===== config.mk =====
export PLATFORM = sky130hd
export DESIGN_NAME = rf_op_sequencer
export DESIGN_NICKNAME = d
export VERILOG_FILES = /design/src/rtl/rf_op_sequencer.sv
export SDC_FILE = /design/constraint.sdc
export NUM_CORES = 1
export LEC_CHECK = 0
export CAP_MARGIN = 30
export CELL_PAD_IN_SITES_DETAIL_PLACEMENT = 0
export CELL_PAD_IN_SITES_GLOBAL_PLACEMENT = 2
export CORE_MARGIN = 2
export CORE_UTILIZATION = 30
export DETAILED_ROUTE_END_ITERATION = 7
export PLACE_DENSITY = 0.83
export SLEW_MARGIN = 30
export SYNTH_ARGS = -nofsm -noshare
export SYNTH_HDL_FRONTEND = slang
export SYNTH_SLANG_ARGS = --single-unit

===== constraint.sdc =====
create_clock -name clk -period 4.05 [get_ports clk]
set_input_delay 0.81 -clock clk [delete_from_list [all_inputs] [get_ports clk]]
set_output_delay 0.81 -clock clk [all_outputs]
set_load 0.02 [all_outputs]

===== src/rtl/rf_op_sequencer.sv =====
// rf_op_sequencer
//
// Command-driven controller that sits directly in front of a register file
// (rf). It accepts one register-to-register command at a time, reads the two
// source operands from the rf, runs a small signed ALU with saturating
// add/subtract, writes the result back and returns it on a response channel.
//
// Sequence per command: IDLE -> READ -> EXEC -> WB -> RESP -> IDLE.
// The RD opcode skips WB and goes EXEC -> RESP.
//
// Ports:
//   clk, rst              clock, synchronous active-high reset
//   cmd_valid/cmd_ready   command handshake
//   cmd_op                3-bit opcode
//   cmd_rd                destination register
//   cmd_rs1/cmd_rs2       source registers
//   cmd_imm               signed immediate (LDI)
//   rsp_valid/rsp_ready   response handshake
//   rsp_data, rsp_ovf     signed result, saturation flag
//   busy                  controller is not idle
//   rf_chip_en            rf chip enable (active-high)
//   rf_write_en_n         rf write enable (active-low)
//   rf_data_in            rf write data
//   rf_read_addr_1/2      rf read addresses
//   rf_write_addr         rf write address
//   rf_data_out_1/2       rf combinational read data
module rf_op_sequencer #(
  parameter int BW    = 8,
  parameter int DEPTH = 256,
  localparam int AW   = $clog2(DEPTH)
) (
  input  logic          clk,
  input  logic          rst,
  input  logic          cmd_valid,
  output logic          cmd_ready,
  input  logic [2:0]    cmd_op,
  input  logic [AW-1:0] cmd_rd,
  input  logic [AW-1:0] cmd_rs1,
  input  logic [AW-1:0] cmd_rs2,
  input  logic [BW-1:0] cmd_imm,
  output logic          rsp_valid,
  input  logic          rsp_ready,
  output logic [BW-1:0] rsp_data,
  output logic          rsp_ovf,
  output logic          busy,
  output logic          rf_chip_en,
  output logic          rf_write_en_n,
  output logic [BW-1:0] rf_data_in,
  output logic [AW-1:0] rf_read_addr_1,
  output logic [AW-1:0] rf_read_addr_2,
  output logic [AW-1:0] rf_write_addr,
  input  logic [BW-1:0] rf_data_out_1,
  input  logic [BW-1:0] rf_data_out_2
);

  // FSM encoding
  localparam logic [2:0] ST_IDLE = 3'd0;
  localparam logic [2:0] ST_READ = 3'd1;
  localparam logic [2:0] ST_EXEC = 3'd2;
  localparam logic [2:0] ST_WB   = 3'd3;
  localparam logic [2:0] ST_RESP = 3'd4;

  // Opcodes
  localparam logic [2:0] OP_LDI = 3'b000;
  localparam logic [2:0] OP_ADD = 3'b001;
  localparam logic [2:0] OP_SUB = 3'b010;
  localparam logic [2:0] OP_AND = 3'b011;
  localparam logic [2:0] OP_OR  = 3'b100;
  localparam logic [2:0] OP_XOR = 3'b101;
  localparam logic [2:0] OP_MOV = 3'b110;
  localparam logic [2:0] OP_RD  = 3'b111;

  logic [2:0]    state_reg,  state_next;
  logic [2:0]    op_reg,     op_next;
  logic [AW-1:0] rd_reg,     rd_next;
  logic [AW-1:0] rs1_reg,    rs1_next;
  logic [AW-1:0] rs2_reg,    rs2_next;
  logic [BW-1:0] imm_reg,    imm_next;
  logic [BW-1:0] a_reg,      a_next;
  logic [BW-1:0] b_reg,      b_next;
  logic [BW-1:0] result_reg, result_next;
  logic          ovf_reg,    ovf_next;

  // ---------------------------------------------------------------------------
  // ALU
  // ---------------------------------------------------------------------------

  // Clamp a BW+1-bit two's complement value into BW bits. The top two bits
  // disagree exactly when the value lies outside the BW-bit signed range;
  // the sign bit then tells which rail to clamp to.
  // Returns {saturated, clamped_value}.
  function automatic logic [BW:0] saturate(input logic [BW:0] wide);
    logic          clip;
    logic [BW-1:0] value;
    clip = wide[BW] ^ wide[BW-1];
    if (!clip)
      value = wide[BW-1:0];
    else if (wide[BW])
      value = {1'b1, {(BW-1){1'b0}}};
    else
      value = {1'b0, {(BW-1){1'b1}}};
    return {clip, value};
  endfunction

  logic [BW:0]   sum_wide;
  logic [BW:0]   diff_wide;
  logic [BW:0]   sum_sat;
  logic [BW:0]   diff_sat;
  logic [BW-1:0] and_bits;
  logic [BW-1:0] or_bits;
  logic [BW-1:0] xor_bits;
  logic [BW-1:0] alu_result;
  logic          alu_ovf;

  // Sign-extend both operands by one bit so the true sum/difference fits.
  assign sum_wide  = {a_reg[BW-1], a_reg} + {b_reg[BW-1], b_reg};
  assign diff_wide = {a_reg[BW-1], a_reg} - {b_reg[BW-1], b_reg};
  assign sum_sat   = saturate(sum_wide);
  assign diff_sat  = saturate(diff_wide);

  genvar gi;
  generate
    for (gi = 0; gi < BW; gi++) begin : g_logic_unit
      assign and_bits[gi] = a_reg[gi] & b_reg[gi];
      assign or_bits[gi]  = a_reg[gi] | b_reg[gi];
      assign xor_bits[gi] = a_reg[gi] ^ b_reg[gi];
    end
  endgenerate

  always_comb begin
    alu_result = '0;
    alu_ovf    = 1'b0;
    case (op_reg)
      OP_LDI: alu_result = imm_reg;
      OP_ADD: begin
        alu_result = sum_sat[BW-1:0];
        alu_ovf    = sum_sat[BW];
      end
      OP_SUB: begin
        alu_result = diff_sat[BW-1:0];
        alu_ovf    = diff_sat[BW];
      end
      OP_AND: alu_result = and_bits;
      OP_OR:  alu_result = or_bits;
      OP_XOR: alu_result = xor_bits;
      OP_MOV: alu_result = a_reg;
      OP_RD:  alu_result = a_reg;
      default: begin
        alu_result = '0;
        alu_ovf    = 1'b0;
      end
    endcase
  end

  // ---------------------------------------------------------------------------
  // Next-state logic
  // ---------------------------------------------------------------------------
  always_comb begin
    state_next  = state_reg;
    op_next     = op_reg;
    rd_next     = rd_reg;
    rs1_next    = rs1_reg;
    rs2_next    = rs2_reg;
    imm_next    = imm_reg;
    a_next      = a_reg;
    b_next      = b_reg;
    result_next = result_reg;
    ovf_next    = ovf_reg;

    case (state_reg)
      ST_IDLE: begin
        if (cmd_valid) begin
          op_next    = cmd_op;
          rd_next    = cmd_rd;
          rs1_next   = cmd_rs1;
          rs2_next   = cmd_rs2;
          imm_next   = cmd_imm;
          state_next = ST_READ;
        end
      end
      ST_READ: begin
        // Operands are captured before any write-back, so rd may alias rs1/rs2.
        a_next     = rf_data_out_1;
        b_next     = rf_data_out_2;
        state_next = ST_EXEC;
      end
      ST_EXEC: begin
        result_next = alu_result;
        ovf_next    = alu_ovf;
        state_next  = (op_reg == OP_RD) ? ST_RESP : ST_WB;
      end
      ST_WB: begin
        state_next = ST_RESP;
      end
      ST_RESP: begin
        // Result registers stay untouched here, so backpressure holds the data.
        if (rsp_ready)
          state_next = ST_IDLE;
      end
      default: begin
        state_next = ST_IDLE;
      end
    endcase
  end

  always_ff @(posedge clk) begin
    if (rst) begin
      state_reg  <= ST_IDLE;
      op_reg     <= '0;
      rd_reg     <= '0;
      rs1_reg    <= '0;
      rs2_reg    <= '0;
      imm_reg    <= '0;
      a_reg      <= '0;
      b_reg      <= '0;
      result_reg <= '0;
      ovf_reg    <= 1'b0;
    end else begin
      state_reg  <= state_next;
      op_reg     <= op_next;
      rd_reg     <= rd_next;
      rs1_reg    <= rs1_next;
      rs2_reg    <= rs2_next;
      imm_reg    <= imm_next;
      a_reg      <= a_next;
      b_reg      <= b_next;
      result_reg <= result_next;
      ovf_reg    <= ovf_next;
    end
  end

  // ---------------------------------------------------------------------------
  // Outputs
  // ---------------------------------------------------------------------------
  logic in_read;
  logic in_wb;

  assign in_read = (state_reg == ST_READ);
  assign in_wb   = (state_reg == ST_WB);

  assign cmd_ready = (state_reg == ST_IDLE);
  assign busy      = (state_reg != ST_IDLE);
  assign rsp_valid = (state_reg == ST_RESP);
  assign rsp_data  = result_reg;
  assign rsp_ovf   = ovf_reg;

  // rst gates the rf strobes combinationally so a reset landing in WB cannot
  // complete the write on the same edge.
  assign rf_chip_en    = ~rst & (in_read | in_wb);
  assign rf_write_en_n = ~(~rst & in_wb);

  assign rf_read_addr_1 = in_read ? rs1_reg    : '0;
  assign rf_read_addr_2 = in_read ? rs2_reg    : '0;
  assign rf_write_addr  = in_wb   ? rd_reg     : '0;
  assign rf_data_in     = in_wb   ? result_reg : '0;

endmodule


==> flow_summary_export.csv <==
group,metric,value,unit
global_route,grt.met1_usage,24.0,%
setup_path,r2r_setup_slack,1090,ps
clock_network,numCtsBuffers,9,
synthesis,syn_area,4000,sq um
global_route,top_usage_layer,"met2",
clock_network,hold_buffers,0,
clock_network,htreeDepth,3,
synthesis,synth_compound_area_share,23.6,%
min_path,hp-start,"rs2_reg[6]$_SDFFE_PP0P_",
finish,final_cell_mix,"118 x nand2_1, 99 x clkdlybuf4s50_1, 69 x a21oi_1",
finish,final_nets,706,
synthesis,synthXorXnorAreaFrac,0.875,%
sta,rsz0062_at_grt,"no",
setup_path,reg2reg_to,"rsp_data[5]$_SDFFE_PP0N_",
global_route,track_usage,17.9,%
clock_network,cts_setup_buffers,0,
routing,dr.pass1.iters,5,
synthesis,netlist-cell-type-count,61,
power_and_ir_drop,finalPower,1.99,mW
sta,fmax,328,MHz
die,rows,42,
finish,final_cells,804,
synthesis,synth-seq-cells,63,
setup_path,r2r-start,"a_reg[5]$_SDFFE_PP0P_",
routing,vias_per_cell,4.95,
global_route,antenna_found_initial,0,
global_route,grt_pass1_vias,3917,
synthesis,synthFlopType,"dfxtp_1",
synthesis,syn-num-nets,625,
finish,area_growth,35.7,%
flow_run,maxCapViolCount,0,
setup_path,worst-setup-path-type,"flip-flop to primary output",
status,outcome,"complete, no violations",
min_path,hold_depth,2,
clock_network,insertion_delay,330,ps
sta,setup_viol,0,
clock_network,clk_pin_slew_worst_paths,60,ps
min_path,hold_class,"flip-flop to flip-flop",
synthesis,yosys.area.top_type_share,31.5,%
clock_network,cts_resized,0,
synthesis,seq_area_frac_synth,31.5,%
die,die_area,14300,sq um
power_and_ir_drop,peakVddDrop,0.169,mV
clock_network,cts-root-buf,"clkbuf_16",
sta,slew_violations,0,
die,core,13100,sq um
synthesis,yosys.area.top_type,"dfxtp_1",
clock_network,clockBufferDepth,2,
routing,routedWlPerCell,15.4,microns
synthesis,yosys.area_share.adder,9.13,%
synthesis,async_flop_share,0,%
synthesis,yosysWarnings,0,
setup_path,ff2ff_path_depth,8,
finish,final_common_cell,"nand2_1",
synthesis,syn_inst,542,
die,die_y,120,microns
synthesis,synth.avg_cell_area,7.38,sq um
synthesis,synth_top_family_by_area,"simple AND/OR/NAND/NOR gates",
routing,postRouteAntennaNets,0,
global_route,overflow,0,
power_and_ir_drop,power.leakage,2.00,nW
sta,final-hold-violation-count,0,
setup_path,critPathMaxFanout,17,
global_route,met3_usage,2.90,%
sta,min_period,3050,ps
global_route,grt_pass1_wl,20400,microns
clock_network,cts_sinks,63,
placed_design,placedCellCount,788,
placed_design,dp_hpwl,9270,microns
synthesis,synth_edf_count,0,
sta,tightest_slew,913,ps
routing,wirelength,12400,microns
synthesis,netlist_top_cells_area,"dfxtp_1 32%, nand2_1 11%, a21oi_1 8.6%",
global_route,grt_util_met2,29.5,%
routing,via_count,3977,
sta,finalSetupTns,0,ps
setup_path,cp.arrival,2240,ps
setup_path,worstSetupStartpointType,"flip-flop",
synthesis,synth_simple_gate_area_share,26.9,%
setup_path,critPathRequiredTime,3240,ps
finish,drive_gt1_share,6.05,%
die,die_x,120,microns
placed_design,gp_congestion,0.932,
synthesis,synthMuxAreaShare,1.03,%
placed_design,io_buffers,100,
routing,drc,0,
die,ios,101,
min_path,holdPathEnd,"rs2_reg[6]$_SDFFE_PP0P_",
clock_network,cts_tree,"built",
sta,relSlewSlack,39.1,%
sta,worst_clock_skew,5.21,ps
power_and_ir_drop,powerDensity,366,nW/um^2
setup_path,crit_path_end_kind,"primary output",
routing,first_iter_violations,172,
global_route,grt_start_max_net_pins,36,
finish,antenna_cells,0,
sta,min_period_over_period,75.3,%
die,start_util,30.5,%
-- logic make-up after synthesis --
group	count (synthesis)
AOI/OAI and AO/OA	147
xor gates and xnor gates	4
adders and majority gates	28
buffers and inverters	68
DFF	63
muxes	4
and+or+nand+nor	228
-- layer usage --
| layer | vias to the layer above | part of all wire, % |
|---|---|---|
| met5 | - | 0 |
| met4 | 0 | 1.2 |
| met3 | 8 | 4.7 |
| met2 | 103 | 47 |
| met1 | 1852 | 47 |
| li1 | 2014 | - |
-- how the worst max path moves through the flow --
| stage | cells after the start | start | to | slack, ps |
|---|---|---|---|---|
| 6_report | 3 | state_reg[1]$_SDFFE_PP0P_ | rf_write_addr[6] | 1000 |
| 2_1_floorplan | 2 | rst | rf_chip_en | 1710 |
| 3_3_place_gp | 8 | a_reg[5]$_SDFFE_PP0P_ | rsp_data[5]$_SDFFE_PP0N_ | 1310 |
| 5_1_grt | 3 | state_reg[1]$_SDFFE_PP0P_ | rf_write_addr[6] | 810 |
| 3_5_place_dp | 8 | a_reg[5]$_SDFFE_PP0P_ | rsp_data[5]$_SDFFE_PP0N_ | 1170 |
| 4_1_cts | 3 | state_reg[1]$_SDFFE_PP0P_ | rf_data_in[6] | 970 |
-- where the power goes --
part	total, mW	internal [mW]	switching, mW
combinational	0.475	0.208	0.268
clock	0.800	0.511	0.289
sequential	0.712	0.664	0.0476
total	1.99	1.38	0.604
-- metrics by stage --
| stage | hold WS, ps | util [%] | area [sq um] | setup WS [ps] |
|---|---|---|---|---|
| 5_1_grt | 471 | 41.4 | 5430 | 808 |
| 2_1_floorplan | 432 | - | 4000 | 1710 |
| 6_report | 448 | 41.4 | 5430 | 1000 |
| 3_3_place_gp | 439 | 39.0 | 5120 | 1310 |
| 4_1_cts | 451 | 41.4 | 5430 | 967 |
| 3_5_place_dp | 444 | 39.0 | 5120 | 1170 |
-- layout make-up --
class	instances	area, sq um
multi-input cells	411	2470
clock buffers	12	256
fillers	1388	7700
repair buffers	108	1060
clock inverters	4	53.8
flip-flops and latches	63	1260
well taps	176	220
inverters	30	113
-- worst max-delay path, cell delays in order, from the launching register on --
cell             delay, ps
dfxtp_1                490
and3b_1                600
and2_1                 210
clkdlybuf4s50_1        600
-- synthesized netlist by cell type, types with 2 or more instances --
library cell,instances
and2_1,34
clkbuf_1,30
a221oi_1,4
buf_1,2
o22ai_1,4
a311oi_1,3
xnor2_1,3
a21oi_1,69
a21o_1,3
o221ai_1,2
nor4_1,2
nor2_1,22
a211oi_2,2
dfxtp_1,63
nor2b_1,8
nand2b_1,5
nand4_1,2
nand3_1,3
a211oi_1,4
o211ai_1,2
o21bai_1,4
fa_1,2
a31oi_1,9
o31ai_1,2
and3_1,3
a41oi_1,2
inv_1,30
o21ai_2,2
ha_1,26
mux2i_1,3
o21ai_0,14
or3_1,5
a22o_1,3
buf_2,2
buf_4,3
a22oi_1,6
nand2_1,119
nor3b_1,6
or2_2,2
nor3_1,11
(Power assumes the default switching activity.)
